File: src/rtl/conv_addr_sequencer_pkg.sv
// conv_addr_sequencer_pkg
//   Shared definitions for the conv-layer address sequencer:
//   - FSM state encoding (IDLE / RUN / DONE)
//   - helpers deriving counter widths and the per-output-channel and
//     per-layer weight block sizes from the layer geometry.
package conv_addr_sequencer_pkg;

  typedef enum logic [1:0] {
    ST_IDLE = 2'd0,
    ST_RUN  = 2'd1,
    ST_DONE = 2'd2
  } seq_state_t;

  // Counter width able to hold 0..n-1 (at least one bit).
  function automatic int unsigned cnt_w(input int unsigned n);
    return (n <= 1) ? 1 : $clog2(n);
  endfunction

  // Taps accumulated per output value: K*K*CH.
  function automatic int unsigned taps_per_out(input int unsigned k,
                                               input int unsigned ch);
    return k * k * ch;
  endfunction

  // Weight words for the whole layer: OUT_CH*K*K*CH.
  function automatic int unsigned weights_per_layer(input int unsigned och,
                                                    input int unsigned k,
                                                    input int unsigned ch);
    return och * k * k * ch;
  endfunction

endpackage

File: src/rtl/conv_addr_sequencer_loop_counter.sv
// conv_loop_counter
//   Wrap counter used as one level of the conv loop nest.
//   Counts 0..MAX-1 on inc, wraps to 0 and raises carry (combinational,
//   same cycle as the wrapping inc) so the next-outer level can advance.
// Ports
//   clk    in   clock, rising edge
//   reset  in   asynchronous active-low reset
//   clr    in   synchronous clear (priority over inc)
//   inc    in   advance by one
//   count  out  current value
//   carry  out  inc while at MAX-1
module conv_loop_counter #(
  parameter int unsigned MAX = 2,
  parameter int unsigned W   = 1
) (
  input  logic         clk,
  input  logic         reset,
  input  logic         clr,
  input  logic         inc,
  output logic [W-1:0] count,
  output logic         carry
);

  logic at_max;

  assign at_max = (count == W'(MAX - 1));
  assign carry  = inc && at_max;

  always_ff @(posedge clk or negedge reset) begin
    if (!reset) begin
      count <= '0;
    end else if (clr) begin
      count <= '0;
    end else if (inc) begin
      count <= at_max ? '0 : count + W'(1);
    end
  end

endmodule

File: src/rtl/conv_addr_sequencer.sv
// conv_addr_sequencer
//   Self-sequencing conv-layer address generator. Walks the loop nest
//   j,k (output pixel), i (output channel), m,n (kernel tap), l (input
//   channel), outer to inner, and emits one {s,w,b,save} tuple per accepted
//   cycle over a valid/ready handshake, flagging padding taps and the
//   first/last tap of each accumulation.
// Configuration
//   CONV_PAD_SKIP_EN : when defined, padding tuples that carry neither first
//                      nor last are consumed internally (out_valid=0) instead
//                      of being emitted.
// Ports
//   clk        in   clock, rising edge
//   reset      in   asynchronous active-low reset
//   start      in   begin a layer sweep (sampled in IDLE only)
//   busy       out  high while sweeping
//   done       out  one-cycle pulse after the final tuple is accepted
//   out_valid  out  tuple valid
//   out_ready  in   consumer accepts tuple
//   s_addr     out  input feature address (0 on padding taps)
//   w_addr     out  weight address
//   b_addr     out  bias address
//   save_addr  out  result address
//   pad        out  tap lies outside the image
//   first      out  first tap of an accumulation
//   last       out  last tap of an accumulation
module conv_addr_sequencer
  import conv_addr_sequencer_pkg::*;
#(
  parameter int unsigned CONV_DIM_IMG    = 32,
  parameter int unsigned CONV_DIM_KERNEL = 5,
  parameter int unsigned CONV_DIM_CH     = 3,
  parameter int unsigned CONV_OUT_CH     = 32,
  parameter int unsigned CONV_DIM_OUT    = 32,
  parameter int unsigned STRIDE          = 1,
  parameter int unsigned PADDING         = 2,
  parameter int unsigned ADDR_W          = 16
) (
  input  logic              clk,
  input  logic              reset,
  input  logic              start,
  output logic              busy,
  output logic              done,
  output logic              out_valid,
  input  logic              out_ready,
  output logic [ADDR_W-1:0] s_addr,
  output logic [ADDR_W-1:0] w_addr,
  output logic [ADDR_W-1:0] b_addr,
  output logic [ADDR_W-1:0] save_addr,
  output logic              pad,
  output logic              first,
  output logic              last
);

  localparam int unsigned JW   = cnt_w(CONV_DIM_OUT);
  localparam int unsigned IW   = cnt_w(CONV_OUT_CH);
  localparam int unsigned MW   = cnt_w(CONV_DIM_KERNEL);
  localparam int unsigned LW   = cnt_w(CONV_DIM_CH);
  localparam int unsigned KKCH = taps_per_out(CONV_DIM_KERNEL, CONV_DIM_CH);
  localparam int unsigned AW2  = ADDR_W + 2;

  seq_state_t state_q, state_d;

  logic          adv;       // step the loop nest
  logic          take;      // load output register with the current tuple
  logic          retire;    // drop out_valid after the final tuple
  logic          gen_done_q;

  logic [JW-1:0] j_cnt, k_cnt;
  logic [IW-1:0] i_cnt;
  logic [MW-1:0] m_cnt, n_cnt;
  logic [LW-1:0] l_cnt;
  logic          l_carry, n_carry, m_carry, i_carry, k_carry, j_carry;
  logic          cnt_clr;

  // ---------------------------------------------------------------------
  // Loop nest: counters hold the coordinates of the next tuple to load.
  // After the final advance every level wraps, so they rest at zero.
  // ---------------------------------------------------------------------
  assign cnt_clr = (state_q == ST_DONE);

  conv_loop_counter #(.MAX(CONV_DIM_CH), .W(LW)) u_l (
    .clk(clk), .reset(reset), .clr(cnt_clr), .inc(adv),
    .count(l_cnt), .carry(l_carry));
  conv_loop_counter #(.MAX(CONV_DIM_KERNEL), .W(MW)) u_n (
    .clk(clk), .reset(reset), .clr(cnt_clr), .inc(l_carry),
    .count(n_cnt), .carry(n_carry));
  conv_loop_counter #(.MAX(CONV_DIM_KERNEL), .W(MW)) u_m (
    .clk(clk), .reset(reset), .clr(cnt_clr), .inc(n_carry),
    .count(m_cnt), .carry(m_carry));
  conv_loop_counter #(.MAX(CONV_OUT_CH), .W(IW)) u_i (
    .clk(clk), .reset(reset), .clr(cnt_clr), .inc(m_carry),
    .count(i_cnt), .carry(i_carry));
  conv_loop_counter #(.MAX(CONV_DIM_OUT), .W(JW)) u_k (
    .clk(clk), .reset(reset), .clr(cnt_clr), .inc(i_carry),
    .count(k_cnt), .carry(k_carry));
  conv_loop_counter #(.MAX(CONV_DIM_OUT), .W(JW)) u_j (
    .clk(clk), .reset(reset), .clr(cnt_clr), .inc(k_carry),
    .count(j_cnt), .carry(j_carry));

  // ---------------------------------------------------------------------
  // Address math for the tuple at the current counter position.
  // ---------------------------------------------------------------------
  logic signed [AW2-1:0] row, col;
  logic [ADDR_W-1:0]     s_d, w_d, b_d, save_d;
  logic                  pad_d, first_d, last_d, emit_d;

  always_comb begin
    row = $signed(AW2'(STRIDE)) * $signed(AW2'(j_cnt))
        + $signed(AW2'(m_cnt)) - $signed(AW2'(PADDING));
    col = $signed(AW2'(STRIDE)) * $signed(AW2'(k_cnt))
        + $signed(AW2'(n_cnt)) - $signed(AW2'(PADDING));

    pad_d = row[AW2-1] || (row >= $signed(AW2'(CONV_DIM_IMG)))
         || col[AW2-1] || (col >= $signed(AW2'(CONV_DIM_IMG)));

    // Low ADDR_W bits of the signed product equal those of the unsigned
    // modular product, so the truncated address is computed directly.
    s_d = pad_d ? '0
        : (row[ADDR_W-1:0] * ADDR_W'(CONV_DIM_IMG) + col[ADDR_W-1:0])
          * ADDR_W'(CONV_DIM_CH) + ADDR_W'(l_cnt);

    w_d = ADDR_W'(i_cnt) * ADDR_W'(KKCH)
        + (ADDR_W'(m_cnt) * ADDR_W'(CONV_DIM_KERNEL) + ADDR_W'(n_cnt))
          * ADDR_W'(CONV_DIM_CH)
        + ADDR_W'(l_cnt);

    b_d = ADDR_W'(i_cnt);

    save_d = ADDR_W'(i_cnt)
           + (ADDR_W'(j_cnt) * ADDR_W'(CONV_DIM_OUT) + ADDR_W'(k_cnt))
             * ADDR_W'(CONV_OUT_CH);

    first_d = (m_cnt == '0) && (n_cnt == '0) && (l_cnt == '0);
    last_d  = (m_cnt == MW'(CONV_DIM_KERNEL - 1))
           && (n_cnt == MW'(CONV_DIM_KERNEL - 1))
           && (l_cnt == LW'(CONV_DIM_CH - 1));

`ifdef CONV_PAD_SKIP_EN
    // Framing taps are always emitted so accumulators still clear/commit.
    emit_d = !(pad_d && !first_d && !last_d);
`else
    emit_d = 1'b1;
`endif
  end

  // ---------------------------------------------------------------------
  // FSM
  // ---------------------------------------------------------------------
  always_ff @(posedge clk or negedge reset) begin
    if (!reset) begin
      state_q <= ST_IDLE;
    end else begin
      state_q <= state_d;
    end
  end

  always_comb begin
    state_d = state_q;
    adv     = 1'b0;
    take    = 1'b0;
    retire  = 1'b0;
    case (state_q)
      ST_IDLE: begin
        if (start) begin
          state_d = ST_RUN;
          adv     = 1'b1;
          take    = 1'b1;
        end
      end
      ST_RUN: begin
        if (!out_valid || out_ready) begin
          if (gen_done_q) begin
            // Every tuple has been loaded; this slot retires the final one.
            retire = 1'b1;
            if (out_valid) begin
              state_d = ST_DONE;
            end
          end else begin
            adv  = 1'b1;
            take = 1'b1;
          end
        end
      end
      ST_DONE: begin
        state_d = ST_IDLE;
      end
      default: begin
        state_d = ST_IDLE;
      end
    endcase
  end

  assign busy = (state_q == ST_RUN);
  assign done = (state_q == ST_DONE);

  // Set when the advance that loads the final tuple wraps the outermost loop.
  always_ff @(posedge clk or negedge reset) begin
    if (!reset) begin
      gen_done_q <= 1'b0;
    end else if (adv && j_carry) begin
      gen_done_q <= 1'b1;
    end else if (state_q != ST_RUN) begin
      gen_done_q <= 1'b0;
    end
  end

  // ---------------------------------------------------------------------
  // Output register: holds while out_valid && !out_ready.
  // ---------------------------------------------------------------------
  always_ff @(posedge clk or negedge reset) begin
    if (!reset) begin
      out_valid <= 1'b0;
      s_addr    <= '0;
      w_addr    <= '0;
      b_addr    <= '0;
      save_addr <= '0;
      pad       <= 1'b0;
      first     <= 1'b0;
      last      <= 1'b0;
    end else if (take) begin
      out_valid <= emit_d;
      s_addr    <= s_d;
      w_addr    <= w_d;
      b_addr    <= b_d;
      save_addr <= save_d;
      pad       <= pad_d;
      first     <= first_d;
      last      <= last_d;
    end else if (retire) begin
      out_valid <= 1'b0;
    end
  end

endmodule
File: config.mk
export PLATFORM = sky130hd
export DESIGN_NAME = conv_addr_sequencer
export DESIGN_NICKNAME = d
export VERILOG_FILES = /design/src/rtl/conv_addr_sequencer_pkg.sv /design/src/rtl/conv_addr_sequencer_loop_counter.sv /design/src/rtl/conv_addr_sequencer.sv
export SDC_FILE = /design/constraint.sdc
export NUM_CORES = 1
export LEC_CHECK = 0
export ABC_CLOCK_PERIOD_IN_PS = 6900
export CORE_MARGIN = 2
export CORE_UTILIZATION = 44
export CTS_BUF_LIST = sky130_fd_sc_hd__clkbuf_8
export DETAILED_ROUTE_END_ITERATION = 10
export PLACE_DENSITY = 0.66
export SLEW_MARGIN = 20
export SYNTH_ARGS = -nofsm -noshare
export SYNTH_HDL_FRONTEND = slang
export SYNTH_SLANG_ARGS = --single-unit
File: constraint.sdc
create_clock -name clk -period 6.9 [get_ports clk]
set_input_delay 1.38 -clock clk [delete_from_list [all_inputs] [get_ports clk]]
set_output_delay 1.38 -clock clk [all_outputs]
set_load 0.01 [all_outputs]
# After elaboration in Yosys (flattened, before gate mapping)
# Cells that the tools add are included.
[totals]
regBits = 83
input_bits = 4
out_inout_bits = 70
word_cells = 116
[op_classes]
add_sub_neg = 17
n_mul = 4
magnitude_cmp = 2
n_eq_ne = 13
mux = 35
n_reduce_logical = 29
[op_table]
columns = ["operator", "n"]
rows = [
  ["5-bit 2-to-1 mux", 9],
  ["3-bit 2-to-1 mux", 6],
  ["16-bit by 2-bit adder with 16-bit output", 1],
  ["5-bit by 16-bit adder with 16-bit output", 1],
  ["16-bit by 2-bit multiplier with 16-bit output (second input constant)", 1],
  ["16-bit 2-to-1 mux", 1],
  ["2-bit nonzero test", 8],
  ["5-bit by 1-bit adder with 5-bit output (second input constant)", 3],
  ["5-bit == test (second input constant)", 3],
  ["13-bit by 2-bit adder with 14-bit output", 1],
  ["7-bit greater-or-equal comparator (second input constant)", 2],
  ["2-bit 2-to-1 mux", 7],
  ["6-bit by 2-bit subtractor with 7-bit output (second input constant)", 2],
  ["12-bit by 7-bit adder with 13-bit output", 1],
  ["12-bit by 9-bit adder with 13-bit output", 1],
  ["5-bit by 3-bit adder with 6-bit output", 2],
  ["5-bit by 7-bit multiplier with 12-bit output (second input constant)", 1],
  ["10-bit by 5-bit adder with 11-bit output", 1],
  ["1-bit logical AND", 11],
  ["1-bit 2-to-1 mux", 10],
  ["7-bit by 2-bit multiplier with 9-bit output (second input constant)", 1],
  ["2-bit by 1-bit inequality test with 1-bit output (second input constant)", 4],
  ["6-bit by 3-bit adder with 7-bit output", 1],
  ["3-bit by 1-bit adder with 3-bit output (second input constant)", 2],
  ["13 further kinds", 20],
]

# Longest topological paths before layout
# Gate-level depths: netlist of the first run.
[depth]
word_depth = 12
depth_mapped = 25
mapped_depth_nobuf = 25

# Modules after synthesis
# From an unflattened synthesis of the first run, not the netlist that was laid out.
[hier_totals]
hier_cells = 635
hier_area_um2 = 6105.9
[modules_own_cells]
columns = ["mod", "instances", "cells_per_inst", "area_per_inst_um2", "seq_area_each_um2"]
rows = [
  ["conv_addr_sequencer", 1, 513, 4817.1, 1251.2],
  ["conv_loop_counter (u_i ...)", 3, 26, 280.3, 125.1],
  ["conv_loop_counter (u_m ...)", 2, 17, 173.9, 75.1],
  ["conv_loop_counter (u_l)", 1, 10, 100.1, 50.0],
]

# Least setup slack after synthesis of the first run
# Ideal clock, no wire load.
[synth_timing]
kind = "register to register"
from = "register u_m.count[0]"
to = "register w_addr[9]"
setup_time_ns = 0.135
t_arrival_ns = 5.047
required_time_ns = 6.765
slack_ns = 1.717
path_stages_with_launch = 18
n_path_buf = 0
period_less_slack_ns = 5.183
cell_sequence = "dfrtp_1 -> ha_1 -> ha_1 -> fa_1 -> a21o_1 -> a21oi_1 -> inv_1 -> fa_1 -> fa_1 -> fa_1 -> fa_1 -> ha_1 -> or2_2 -> a21o_1 -> a21o_1 -> o41ai_1 -> xor2_1 -> o21ai_0"
[synth_via]
elab_chain_len = 5
[synth_rtl]
columns = ["element", "line_no", "rtl"]
rows = [
  ["start, declared", "conv_addr_sequencer_loop_counter.sv:20", "output logic [W-1:0] count,"],
  ["start signal, assigned", "conv_addr_sequencer_loop_counter.sv:35", "count <= at_max ? '0 : count + W'(1);"],
  ["3-bit by 3-bit multiplier with 6-bit output", "conv_addr_sequencer.sv:123", "+ (ADDR_W'(m_cnt) * ADDR_W'(CONV_DIM_KERNEL) + ADDR_W'(n_cnt))"],
  ["6-bit by 3-bit adder with 7-bit output", "conv_addr_sequencer.sv:123", ""],
  ["7-bit by 2-bit multiplier with 9-bit output", "conv_addr_sequencer.sv:124", "* ADDR_W'(CONV_DIM_CH)"],
  ["12-bit by 9-bit adder with 13-bit output", "conv_addr_sequencer.sv:123", ""],
  ["13-bit by 2-bit adder with 14-bit output", "conv_addr_sequencer.sv:125", "+ ADDR_W'(l_cnt);"],
  ["end signal, assigned", "conv_addr_sequencer.sv:223", "w_addr <= w_d;"],
  ["end, declared", "conv_addr_sequencer.sv:46", "output logic [ADDR_W-1:0] w_addr,"],
]
# No other way between the ends.
# A chain may end at the register's enable or synchronous reset.

# Worst setup path in the final report of the first run
# Ends and elaborated chain as after synthesis.

==> results of run 1 <==
[Yosys cell counts (all sizes together), types with 2 or more instances]
| cell type | n |
|---|---|
| ha | 99 |
| dfrtp | 73 |
| nand2 | 68 |
| inv | 62 |
| a21oi | 37 |
| o21ai | 29 |
| buf | 26 |
| xnor2 | 23 |
| nor2 | 21 |
| fa | 20 |
| a22o | 16 |
| a21o | 13 |
| nand3 | 13 |
| clkbuf | 10 |
| xor2 | 10 |
| nor3 | 9 |
| nor2b | 7 |
| o21bai | 7 |
| nand4 | 6 |
| and3 | 5 |
| and2 | 4 |
| mux2i | 4 |
| o211ai | 4 |
| o31ai | 4 |
| o41ai | 4 |
| a31o | 3 |
| a31oi | 3 |
| nand2b | 3 |
| or3 | 3 |
| a211o | 2 |
| nor3b | 2 |
| o211a | 2 |
| o21a | 2 |
| o22ai | 2 |
| o31a | 2 |
| or2 | 2 |
[sequential cells by signal, indices dropped and copies added (netlist names), 2 cells and up]
register / flops
b_addr: 4
s_addr: 16
save_addr: 11
state_q: 2
u_i.count: 5
u_j.count: 5
u_k.count: 5
u_l.count: 2
u_m.count: 3
u_n.count: 3
w_addr: 12
[final timing paths]
check | startpoint | to | slack (ns)
max in group asynchronous | reset | s_addr[7] | 5.16
hold reg to reg | w_addr[2] | w_addr[2] | 0.48
setup reg to reg | u_m.count[0] | w_addr[9] | 1.44
setup / recovery | u_m.count[0] | w_addr[9] | 1.44
hold / removal | w_addr[2] | w_addr[2] | 0.48
min in group asynchronous | reset | w_addr[4] | 1.14
[per-stage QoR]
step	worst slack, ns	power [W]	std cells	utilization, %
global placement	1.56	0.00315	828	49.6
global route	1.10	0.00398	844	51.0
detailed placement	1.45	0.00323	828	49.6
CTS	1.40	0.00362	844	51.0
floorplan	1.72	0.00270	630	-
finish	1.44	0.00361	844	51.0
[cell families after synthesis]
| group | count (synthesis) |
|---|---|
| other cells | 1 |
| mux | 5 |
| xor+xnor | 33 |
| buf+inv | 98 |
| fa+ha+maj | 119 |
| compound gates | 136 |
| simple gates | 150 |
| flops | 73 |
[power by group through the flow]
stage	clock (W)	sequential (W)	combinational, W
after global placement	0	0.000495	0.00266
after CTS	0.000364	0.000489	0.00277
after global routing	0.000380	0.000493	0.00310
after floorplan	0	0.000495	0.00220
after detailed placement	0	0.000498	0.00274
final	0.000349	0.000489	0.00277
[per-layer routing]
metal / share of wire [%] / vias up / global-route usage (%) / routed length [um]
met2: 50 / 68 / 30.9 / 5990
met5: 0 / - / 0 / 0
met3: 2.4 / 16 / 2.47 / 285
met4: 2.4 / 0 / 8.75 / 285
li1: - / 2205 / - / -
met1: 46 / 2155 / 22.6 / 5510
[worst max-delay path: stages (launching register included)]
cell     delay, ns
dfrtp_1       0.45
ha_1          0.33
ha_1          0.32
fa_1          0.46
a21o_1        0.20
a21oi_1       0.24
inv_1         0.09
fa_1          0.53
fa_1          0.45
fa_1          0.44
fa_1          0.44
ha_1          0.32
or2_2         0.30
a21o_1        0.20
a21o_1        0.19
o41ai_1       0.07
xor2_1        0.18
o21ai_0       0.09
[cell type report]
cell class              count  share of cell area (%)
clock buffers              10                    2.04
clock inverters             6                   0.873
repair buffers             58                    8.55
multi-input cells         459                    54.7
flip-flops and latches     73                    27.1
inverters                  62                    3.46
well taps                 176                    3.27
==> results.md, run 1 <==
* Status: complete, no violations
* GRT Total Usage at 18.1%
* Dominant cell type by area after synthesis: dfrtp_1
* R2r worst-path depth at 17
* Top cell type's share of synthesized area at 31.0%
* Compound-Gate Fraction of Synth Area at 15.3%
* Fill cells at 1255
* Clk sinks at 73
* Drt first pass iters at 6
* VDD IR max at 1.01 mV
* Seq pwr share at 13.5%
* Core area at 0.0132 mm2
* Hold crit path type: flip-flop to flip-flop
* Switching pwr at 0.00174 W
* Gate power share at 76.8%
* NumNets Final at 786
* Initial antenna violation count at 0
* Endpoint type of the worst setup path: flip-flop
* Ports at 74
* Share of layout cells above drive strength 1 at 4.19%
* GR Overflow Total at 0
* Clock power share at 9.7%
* Max-cap violation count at 0
* Hold-critical path depth at 2
* Top_reg_cell synth: dfrtp_1
* Syn avg cell area at 9.59 um2
* Residual DRC count at 0
* Simple-Gate Fraction of Synth Area at 12.5%
* Leading post-synthesis cells by cell area: dfrtp_1 (31%), ha_1 (21%), fa_1 (6.8%)
* H-tree level count at 3
* Vias in the first global route at 4578
* Final Hold Fails at 0
* Post-route minimum period at 5.46 ns
* FF/Latch Area at 0.00183 mm2
* CP Data Required Time at 7.12 ns
* Commonest non-fill, non-tap cells in the layout: ha_1 (99), dfrtp_1 (73), nand2_1 (67), inv_1 (64), clkdlybuf4s50_1 (56)
* Via Count at 4444
* RSZ-0062 raised after global routing: no
* Post-route design area at 0.00673 mm2
* Routed Antenna Nets at 0
* Pint at 0.00186 W
* RD Place Congestion at 0.855
* DP HPWL at 9.08 mm
* Post-Synth XOR/XNOR Area at 4.90%
* Tcrit/Tclk final at 79.1%
* Antenna diodes at 0
* Clk_skew at 0.00811 ns
* Initial DRC Count at 147
* TritonCTS Buffers at 9
* Post-CTS setup buffers at 0
* PD cells at 536 mW/mm2
* Leakage at 3.46 nW
* Die ar. at 0.0143 mm2
* Max-slew headroom at 38.7%
* Final setup violation count at 0
* Total negative slack at 0 ns
* CTS tree: done
* Synth Instances at 615
* Routed vias/inst at 5.27
* Post-synth EDFFs at 0
* Post-CTS Hold Fix Bufs at 0
* Largest family of logic cells by synthesized area: adder cells
* Commonest non-fill, non-tap cell in the layout: ha_1
* Worst Max-Slew Pin Slew at 0.919 ns
* Largest net degree at the start of global routing at 74
* Dpl cell area at 0.00654 mm2
* Die Y at 120 um
* Clock root buffer: clkbuf_8
* Switch share at 48.4%
* Synth Warn # at 0
* First-pass GRT wire length at 20.8 mm
* Avg WL per Cell at 14.3 um
* Area of the multi-input gates at 0.00368 mm2
* Worst-path clk slew at 0.08 ns
* Crit-path max FO at 5
* Fmax at 0.183 GHz
* Synth Area in Adders at 27.8%
* Port buffer count at 57
* Ys async rst share at 100%
* Final hold slack at 0.479 ns
* Synthesized area at 0.00590 mm2
* Initial Utilization at 44.7%
* Data arrival, critical path at 5.68 ns
* Chip width at 120 um
* Final WL at 12.1 mm
* Skew-Pair Late Insertion Delay at 0.37 ns
* Count of cell types in the netlist at 57
* Yosys reg bits at 73
* Slew Viols, Final at 0
* PostCTS Resize Cnt at 0
* P&R area growth vs syn at 14.2%
* Mux cell area share after synthesis at 0.870%
* Critical Path Start Type: flip-flop
* Rows at 42
* CTS Buffer Depth at 2
* Kind of critical path: flip-flop to flip-flop
* Register area share after synthesis at 31.0%
(Power assumes the default switching activity.)
==> run 2, diff against run 1 <==
Settings changed: ABC_CLOCK_PERIOD_IN_PS 6900 to 5700.
Clock period 6.9 ns to 5.7 ns, I/O delays scaled along.
==> run 2 against run 1 <==
  * Sequential share of layout area fell by 0.29 points
  * Clock skew rose by 0.0014 ns
  * Combinational power rose by 20%
  * Clock power rose by 57%
  * Sequential power rose by 21%
  * Clock-buffer cell count fell by 1
  * Largest power group unchanged
  * Fmax barely moved
==> results.md, run 2 (synthesized netlist as in run 1, its figures left out) <==
* Status: complete, no violations
* Core Util, Final at 51.6% (+0.55 points)
* PD cells at 657 mW/mm2 (+23%)
* Clock power share at 12.3% (+2.6 points)
* Clk sinks at 73 (unchanged)
* Port buffer count at 57 (unchanged)
* Avg WL per Cell at 14.2 um (-0.92%)
* Worst Hold Path EP: w_addr[7]
* Pwr Total at 0.00447 W (+24%)
* Die ar. at 0.0143 mm2 (unchanged)
* Skew-Pair Late Insertion Delay at 0.38 ns (about the same)
* Most frequent CP cell: fa_1
* Final setup violation count at 0 (unchanged)
* Worst Setup SP: u_m.count[0]
* Largest net degree at the start of global routing at 74 (unchanged)
* R2r worst-path depth at 17 (unchanged)
* CTS tree: done
* Top reg by flops: s_addr
* First-pass GRT wire length at 20.4 mm (-2.2%)
* CTS Buffer Depth at 2 (unchanged)
* Clock root buffer: clkbuf_8
* Core area at 0.0132 mm2 (unchanged)
* CP Data Required Time at 5.96 ns (-1.16 ns)
* Leakage at 3.48 nW (+0.69%)
* Post-route minimum period at 5.46 ns (-0.00227 ns)
* Post-CTS setup buffers at 0 (unchanged)
* Chip width at 120 um (unchanged)
* Max-slew headroom at 37.4% (-1.4 points)
* GRT Total Usage at 17.8% (-0.30 points)
* Kind of critical path: flip-flop to flip-flop
* Antenna diodes at 0 (unchanged)
* Commonest non-fill, non-tap cell in the layout: ha_1
* DP HPWL at 8.99 mm (-0.90%)
* Critical-path top delay cell: fa_1
* P&R area growth vs syn at 15.4%
* Slew Viols, Final at 0 (unchanged)
* Total negative slack at 0 ns (unchanged)
* Rows at 42 (unchanged)
* Top flop regs: s_addr (16), w_addr (12), save_addr (11)
* Post-CTS Hold Fix Bufs at 0 (unchanged)
* Routed Antenna Nets at 0 (unchanged)
* RSZ-0062 raised after global routing: no
* Commonest non-fill, non-tap cells in the layout: ha_1 (99), dfrtp_1 (73), nand2_1 (67), inv_1 (62), clkdlybuf4s50_1 (56)
* Critical Path Start Type: flip-flop
* NumNets Final at 786 (unchanged)
* Max FFs per register at 16 (unchanged)
* GR Overflow Total at 0 (unchanged)
* Vias in the first global route at 4391 (-4.1%)
* Switch share at 46.7% (-1.7 points)
* Routed vias/inst at 5.29 (+0.54%)
* VDD IR max at 1.60 mV (+58%)
* Worst-path clk slew at 0.08 ns (about the same)
* Drt first pass iters at 4 (-2)
* Ports at 74 (unchanged)
* Area of the multi-input gates at 0.00368 mm2 (+0.10%)
* Hold_sp: w_addr[7]
* Gate power share at 74.5% (-2.3 points)
* Share of layout cells above drive strength 1 at 4.64% (+0.45 points)
* TritonCTS Buffers at 9 (unchanged)
* Fill cells at 1199 (-4.5%)
* R2r endpoint: w_addr[10]
* Die Y at 120 um (unchanged)
* Reg2reg start: u_m.count[0]
* Pint at 0.00238 W (+28%)
* Place WS at 0.264 ns (-1.18 ns)
* Hold crit path type: flip-flop to flip-flop
* H-tree level count at 3 (unchanged)
* Max-cap violation count at 0 (unchanged)
* Residual DRC count at 0 (unchanged)
* CP max stage delay at 0.53 ns (about the same)
* Tcrit/Tclk final at 95.7% (+17 points)
* Fmax at 0.183 GHz (about the same)
* Switching pwr at 0.00209 W (+20%)
* FF/Latch Area at 0.00183 mm2 (unchanged)
* Final worst setup slack at 0.244 ns (-1.20 ns)
* Via Count at 4468 (+0.54%)
* Seq pwr share at 13.2% (-0.3 points)
* Data arrival, critical path at 5.72 ns (+0.04 ns)
* Initial antenna violation count at 0 (unchanged)
* RD Place Congestion at 0.863 (+0.90%)
* Hold-critical path depth at 2 (unchanged)
* Clk_skew at 0.00955 ns (+0.00144 ns)
* Endpoint type of the worst setup path: flip-flop
* CP Cell Sequence: ha_1, ha_1, fa_1, a21o_1, a21oi_1, inv_1, fa_1, fa_1, fa_1, fa_1, ha_1, or2_2, a21o_1, a21o_1, o211ai_1, nand4_1, o311ai_0
* Worst Max-Slew Pin Slew at 0.940 ns (+0.0206 ns)
* Final WL at 12.0 mm (-0.92%)
* Initial DRC Count at 222 (+51%)
* Initial Utilization at 44.7% (unchanged)
* PostCTS Resize Cnt at 0 (unchanged)
* Final Hold Fails at 0 (unchanged)
* Crit-path max FO at 5 (unchanged)
* Register-to-register setup slack at 0.24 ns (-1.20 ns)
[run 2: cell types whose count changed in the layout (fill, tap and decap cells not counted), sizes merged]
cell / delta
bufinv: +3
inv: -2
clkbuf: -1
[run 2: critical path, delay by kind of cell, from the launching register on]
kind | cells | cell delay (ns)
adders and majority gates | 8 | 3.32
AOI/OAI and AO/OA | 6 | 1.06
DFF | 1 | 0.45
and+or+nand+nor | 2 | 0.41
buffers and inverters | 1 | 0.09
[run 2: power groups by stage]
| stage | registers, W | logic, W | clock network, W |
|---|---|---|---|
| after CTS | 0.000593 | 0.00334 | 0.000563 |
| after floorplan | 0.000600 | 0.00267 | 0 |
| after global routing | 0.000597 | 0.00377 | 0.000585 |
| after detailed placement | 0.000603 | 0.00330 | 0 |
| final | 0.000593 | 0.00333 | 0.000549 |
| after global placement | 0.000599 | 0.00322 | 0 |
[run 2: cell type report]
cell class,instances,share of cell area (%)
clock inverters,7,2.08
multi-input cells,459,54.1
repair buffers,58,8.46
clock buffers,9,1.82
flip-flops and latches,73,26.8
inverters,62,3.42
well taps,176,3.24
[run 2: worst max path at each step]
stage | to | cells after the start
3_5_place_dp | w_addr[10] | 17
5_1_grt | w_addr[10] | 17
4_1_cts | w_addr[10] | 17
6_report | w_addr[10] | 17
3_3_place_gp | w_addr[10] | 17
2_1_floorplan | w_addr[9] | 17
[run 2: per-layer routing]
metal / GRT usage [%] / share of wire, %
met3: 4.56 / 3.3
met4: 5.51 / 1.2
met2: 30.3 / 50
met1: 22.2 / 45
met5: 0 / 0
[run 2: metrics by stage]
step                hold WS, ns  area, um2  cells
floorplan                 0.511       5950    630
global placement          0.459       6540    828
detailed placement        0.465       6540    828
CTS                       0.486       6800    844
global route              0.508       6810    844
finish                    0.481       6810    844
==> run 3, diff against run 2 <==
Settings changed: CORE_MARGIN 2 to not set.
==> run 3 against run 2 <==
  * Fmax grew 0.28%
  * Critical path type unchanged
  * Via count fell by 0.60%
  * Global-route usage increased by 0.94 points
  * Final cell count fell by 0.47%
  * Highest routed layer unchanged
  * Critical endpoint is now w_addr[9]
  * Flip-flop and latch count did not move
  * Largest power group unchanged
==> results.md, run 3 (synthesized netlist as in run 1, its figures left out) <==
* Top reg by flops: s_addr
* Kind of critical path: flip-flop to flip-flop
* Worst-path clk slew at 0.08 ns (about the same)
* Worst Setup SP: u_m.count[0]
* Commonest non-fill, non-tap cells in the layout: ha_1 (99), dfrtp_1 (73), nand2_1 (67), inv_1 (62), clkdlybuf4s50_1 (56)
* Placed Cells at 824 (-0.48%)
* Status: complete, no violations
* Clk_skew at 0.0104 ns (+0.000880 ns)
* Critical Path Start Type: flip-flop
* Drt first pass iters at 4 (unchanged)
* Antenna diodes at 0 (unchanged)
* Initial Utilization at 46.0% (+1.3 points)
* Met1 wire length at 5.30 mm (-1.7%)
* Hold_sp: w_addr[3]
* GRT Total Usage at 18.7% (+0.94 points)
* PostCTS Resize Cnt at 0 (unchanged)
* Clock root buffer: clkbuf_8
* Final WL at 12.1 mm (+1.5%)
* Leakage at 3.46 nW (-0.56%)
* Area of the multi-input gates at 0.00368 mm2 (unchanged)
* Initial DRC Count at 185 (-17%)
* Crit-path max FO at 5 (unchanged)
* CTS Buffer Depth at 2 (unchanged)
* Core Util, Final at 52.6% (+0.96 points)
* Ports at 74 (unchanged)
* Initial antenna violation count at 0 (unchanged)
* Residual DRC count at 0 (unchanged)
* CP Cell Sequence: ha_1, ha_1, fa_1, xnor2_1, inv_1, ha_1, inv_1, fa_1, inv_1, fa_1, fa_1, ha_1, a21o_1, a21oi_1, nor2b_1, o41ai_1, xor2_1, o21ai_0
* RSZ-0062 raised after global routing: no
* CTS tree: done
* Via Count at 4441 (-0.60%)
* FF/Latch Area at 0.00183 mm2 (unchanged)
* DP HPWL at 9.33 mm (+3.8%)
* Core area at 0.0128 mm2 (-2.8%)
* Final hold slack at 0.481 ns (-0.000347 ns)
* Commonest non-fill, non-tap cell in the layout: ha_1
* Skew-Pair Late Insertion Delay at 0.38 ns (about the same)
* Worst Max-Slew Pin Slew at 0.939 ns (-0.000550 ns)
* Routed vias/inst at 5.29 (-0.13%)
* Max-cap violation count at 0 (unchanged)
* Total negative slack at 0 ns (unchanged)
* Routed Antenna Nets at 0 (unchanged)
* Final non-filler cell total at 840 (-0.47%)
* Final setup violation count at 0 (unchanged)
* P&R area growth vs syn at 14.3%
* PD cells at 641 mW/mm2 (-2.5%)
* Post-route minimum period at 5.44 ns (-0.0153 ns)
* Chip width at 118 um (-1.7%)
* RD Place Congestion at 0.823 (-4.6%)
* Rows at 41 (-2.4%)
* DR WL met3 at 460 um (+18%)
* Clk sinks at 73 (unchanged)
* Critical-path top delay cell: fa_1
* Post-CTS Hold Fix Bufs at 0 (unchanged)
* Hold crit path type: flip-flop to flip-flop
* Final Hold Fails at 0 (unchanged)
* Max-slew headroom at 37.4% (about the same)
* Data arrival, critical path at 5.67 ns (-0.05 ns)
* GR Overflow Total at 0 (unchanged)
* CP Data Required Time at 5.93 ns (-0.03 ns)
* VDD IR max at 1.15 mV (-28%)
* Reg2reg start: u_m.count[0]
* Fmax at 0.184 GHz (+0.28%)
* First-pass GRT wire length at 21.1 mm (+3.5%)
* Fill cells at 1197 (-0.17%)
* Largest net degree at the start of global routing at 74 (unchanged)
* NumNets Final at 786 (unchanged)
* Max FFs per register at 16 (unchanged)
* Endpoint type of the worst setup path: flip-flop
* Slew Viols, Final at 0 (unchanged)
* Vias in the first global route at 4669 (+6.3%)
* Top flop regs: s_addr (16), w_addr (12), save_addr (11)
* Die Y at 118 um (-1.7%)
* DR top layer: met4
* CP max stage delay at 0.56 ns (+0.03 ns)
* Port buffer count at 57 (unchanged)
* Tcrit/Tclk final at 95.5% (-0.27 points)
* Die ar. at 0.0139 mm2 (-3.3%)
* TritonCTS Buffers at 9 (unchanged)
* Post-CTS setup buffers at 0 (unchanged)
* Avg WL per Cell at 14.5 um (+2.0%)
* Pwr Total at 0.00432 W (-3.4%)
* DR WL met2 at 6.20 mm (+2.6%)
* Share of layout cells above drive strength 1 at 4.64% (unchanged)
* H-tree level count at 3 (unchanged)
[run 3: path summary, 6_finish.rpt]
kind	endpoint	slack, ns	depth (start not counted)
worst max-delay path	w_addr[9]	0.26	18
worst min-delay path	w_addr[3]	0.48	2
worst max register to register	w_addr[9]	0.26	18
worst min register to register	w_addr[3]	0.48	2
max in group asynchronous	save_addr[8]	4.18	1
min in group asynchronous	w_addr[8]	0.91	1
[run 3: final cells by class]
cell class | count | area share, %
Multi-Input combinational cell | 459 | 54.7
Sequential cell | 73 | 27.1
Timing Repair Buffer | 58 | 8.54
Inverter | 62 | 3.45
Tap cell | 172 | 3.19
Clock buffer | 11 | 2.25
Clock inverter | 5 | 0.798
[run 3: routing by layer]
layer / up-vias / GRT usage [%]
li1: 2200 / -
met1: 2148 / 21.8
met2: 78 / 33.3
met3: 15 / 4.94
met4: 0 / 5.93
met5: - / 0
[run 3: critical path, delay by kind of cell (launching register included)]
kind                       cells  cell delay [ns]
AOI/OAI and AO/OA              4             0.91
xor gates and xnor gates       2             0.40
adders and majority gates      8             3.25
buffers and inverters          3             0.18
DFF                            1             0.45
and+or+nand+nor                1             0.11
[run 3: stage by stage]
step / setup slack [ns] / cell area (um2)
2_1_floorplan: 0.517 / 5950
3_3_place_gp: 0.354 / 6530
3_5_place_dp: 0.238 / 6530
4_1_cts: 0.208 / 6740
5_1_grt: 0.0180 / 6740
6_report: 0.259 / 6740
[run 3: where the power goes]
part	internal (W)	total (W)	switching (W)
sequential	0.000554	0.000590	0.0000359
clock	0.000224	0.000431	0.000206
combinational	0.00149	0.00330	0.00181
total	0.00227	0.00432	0.00205
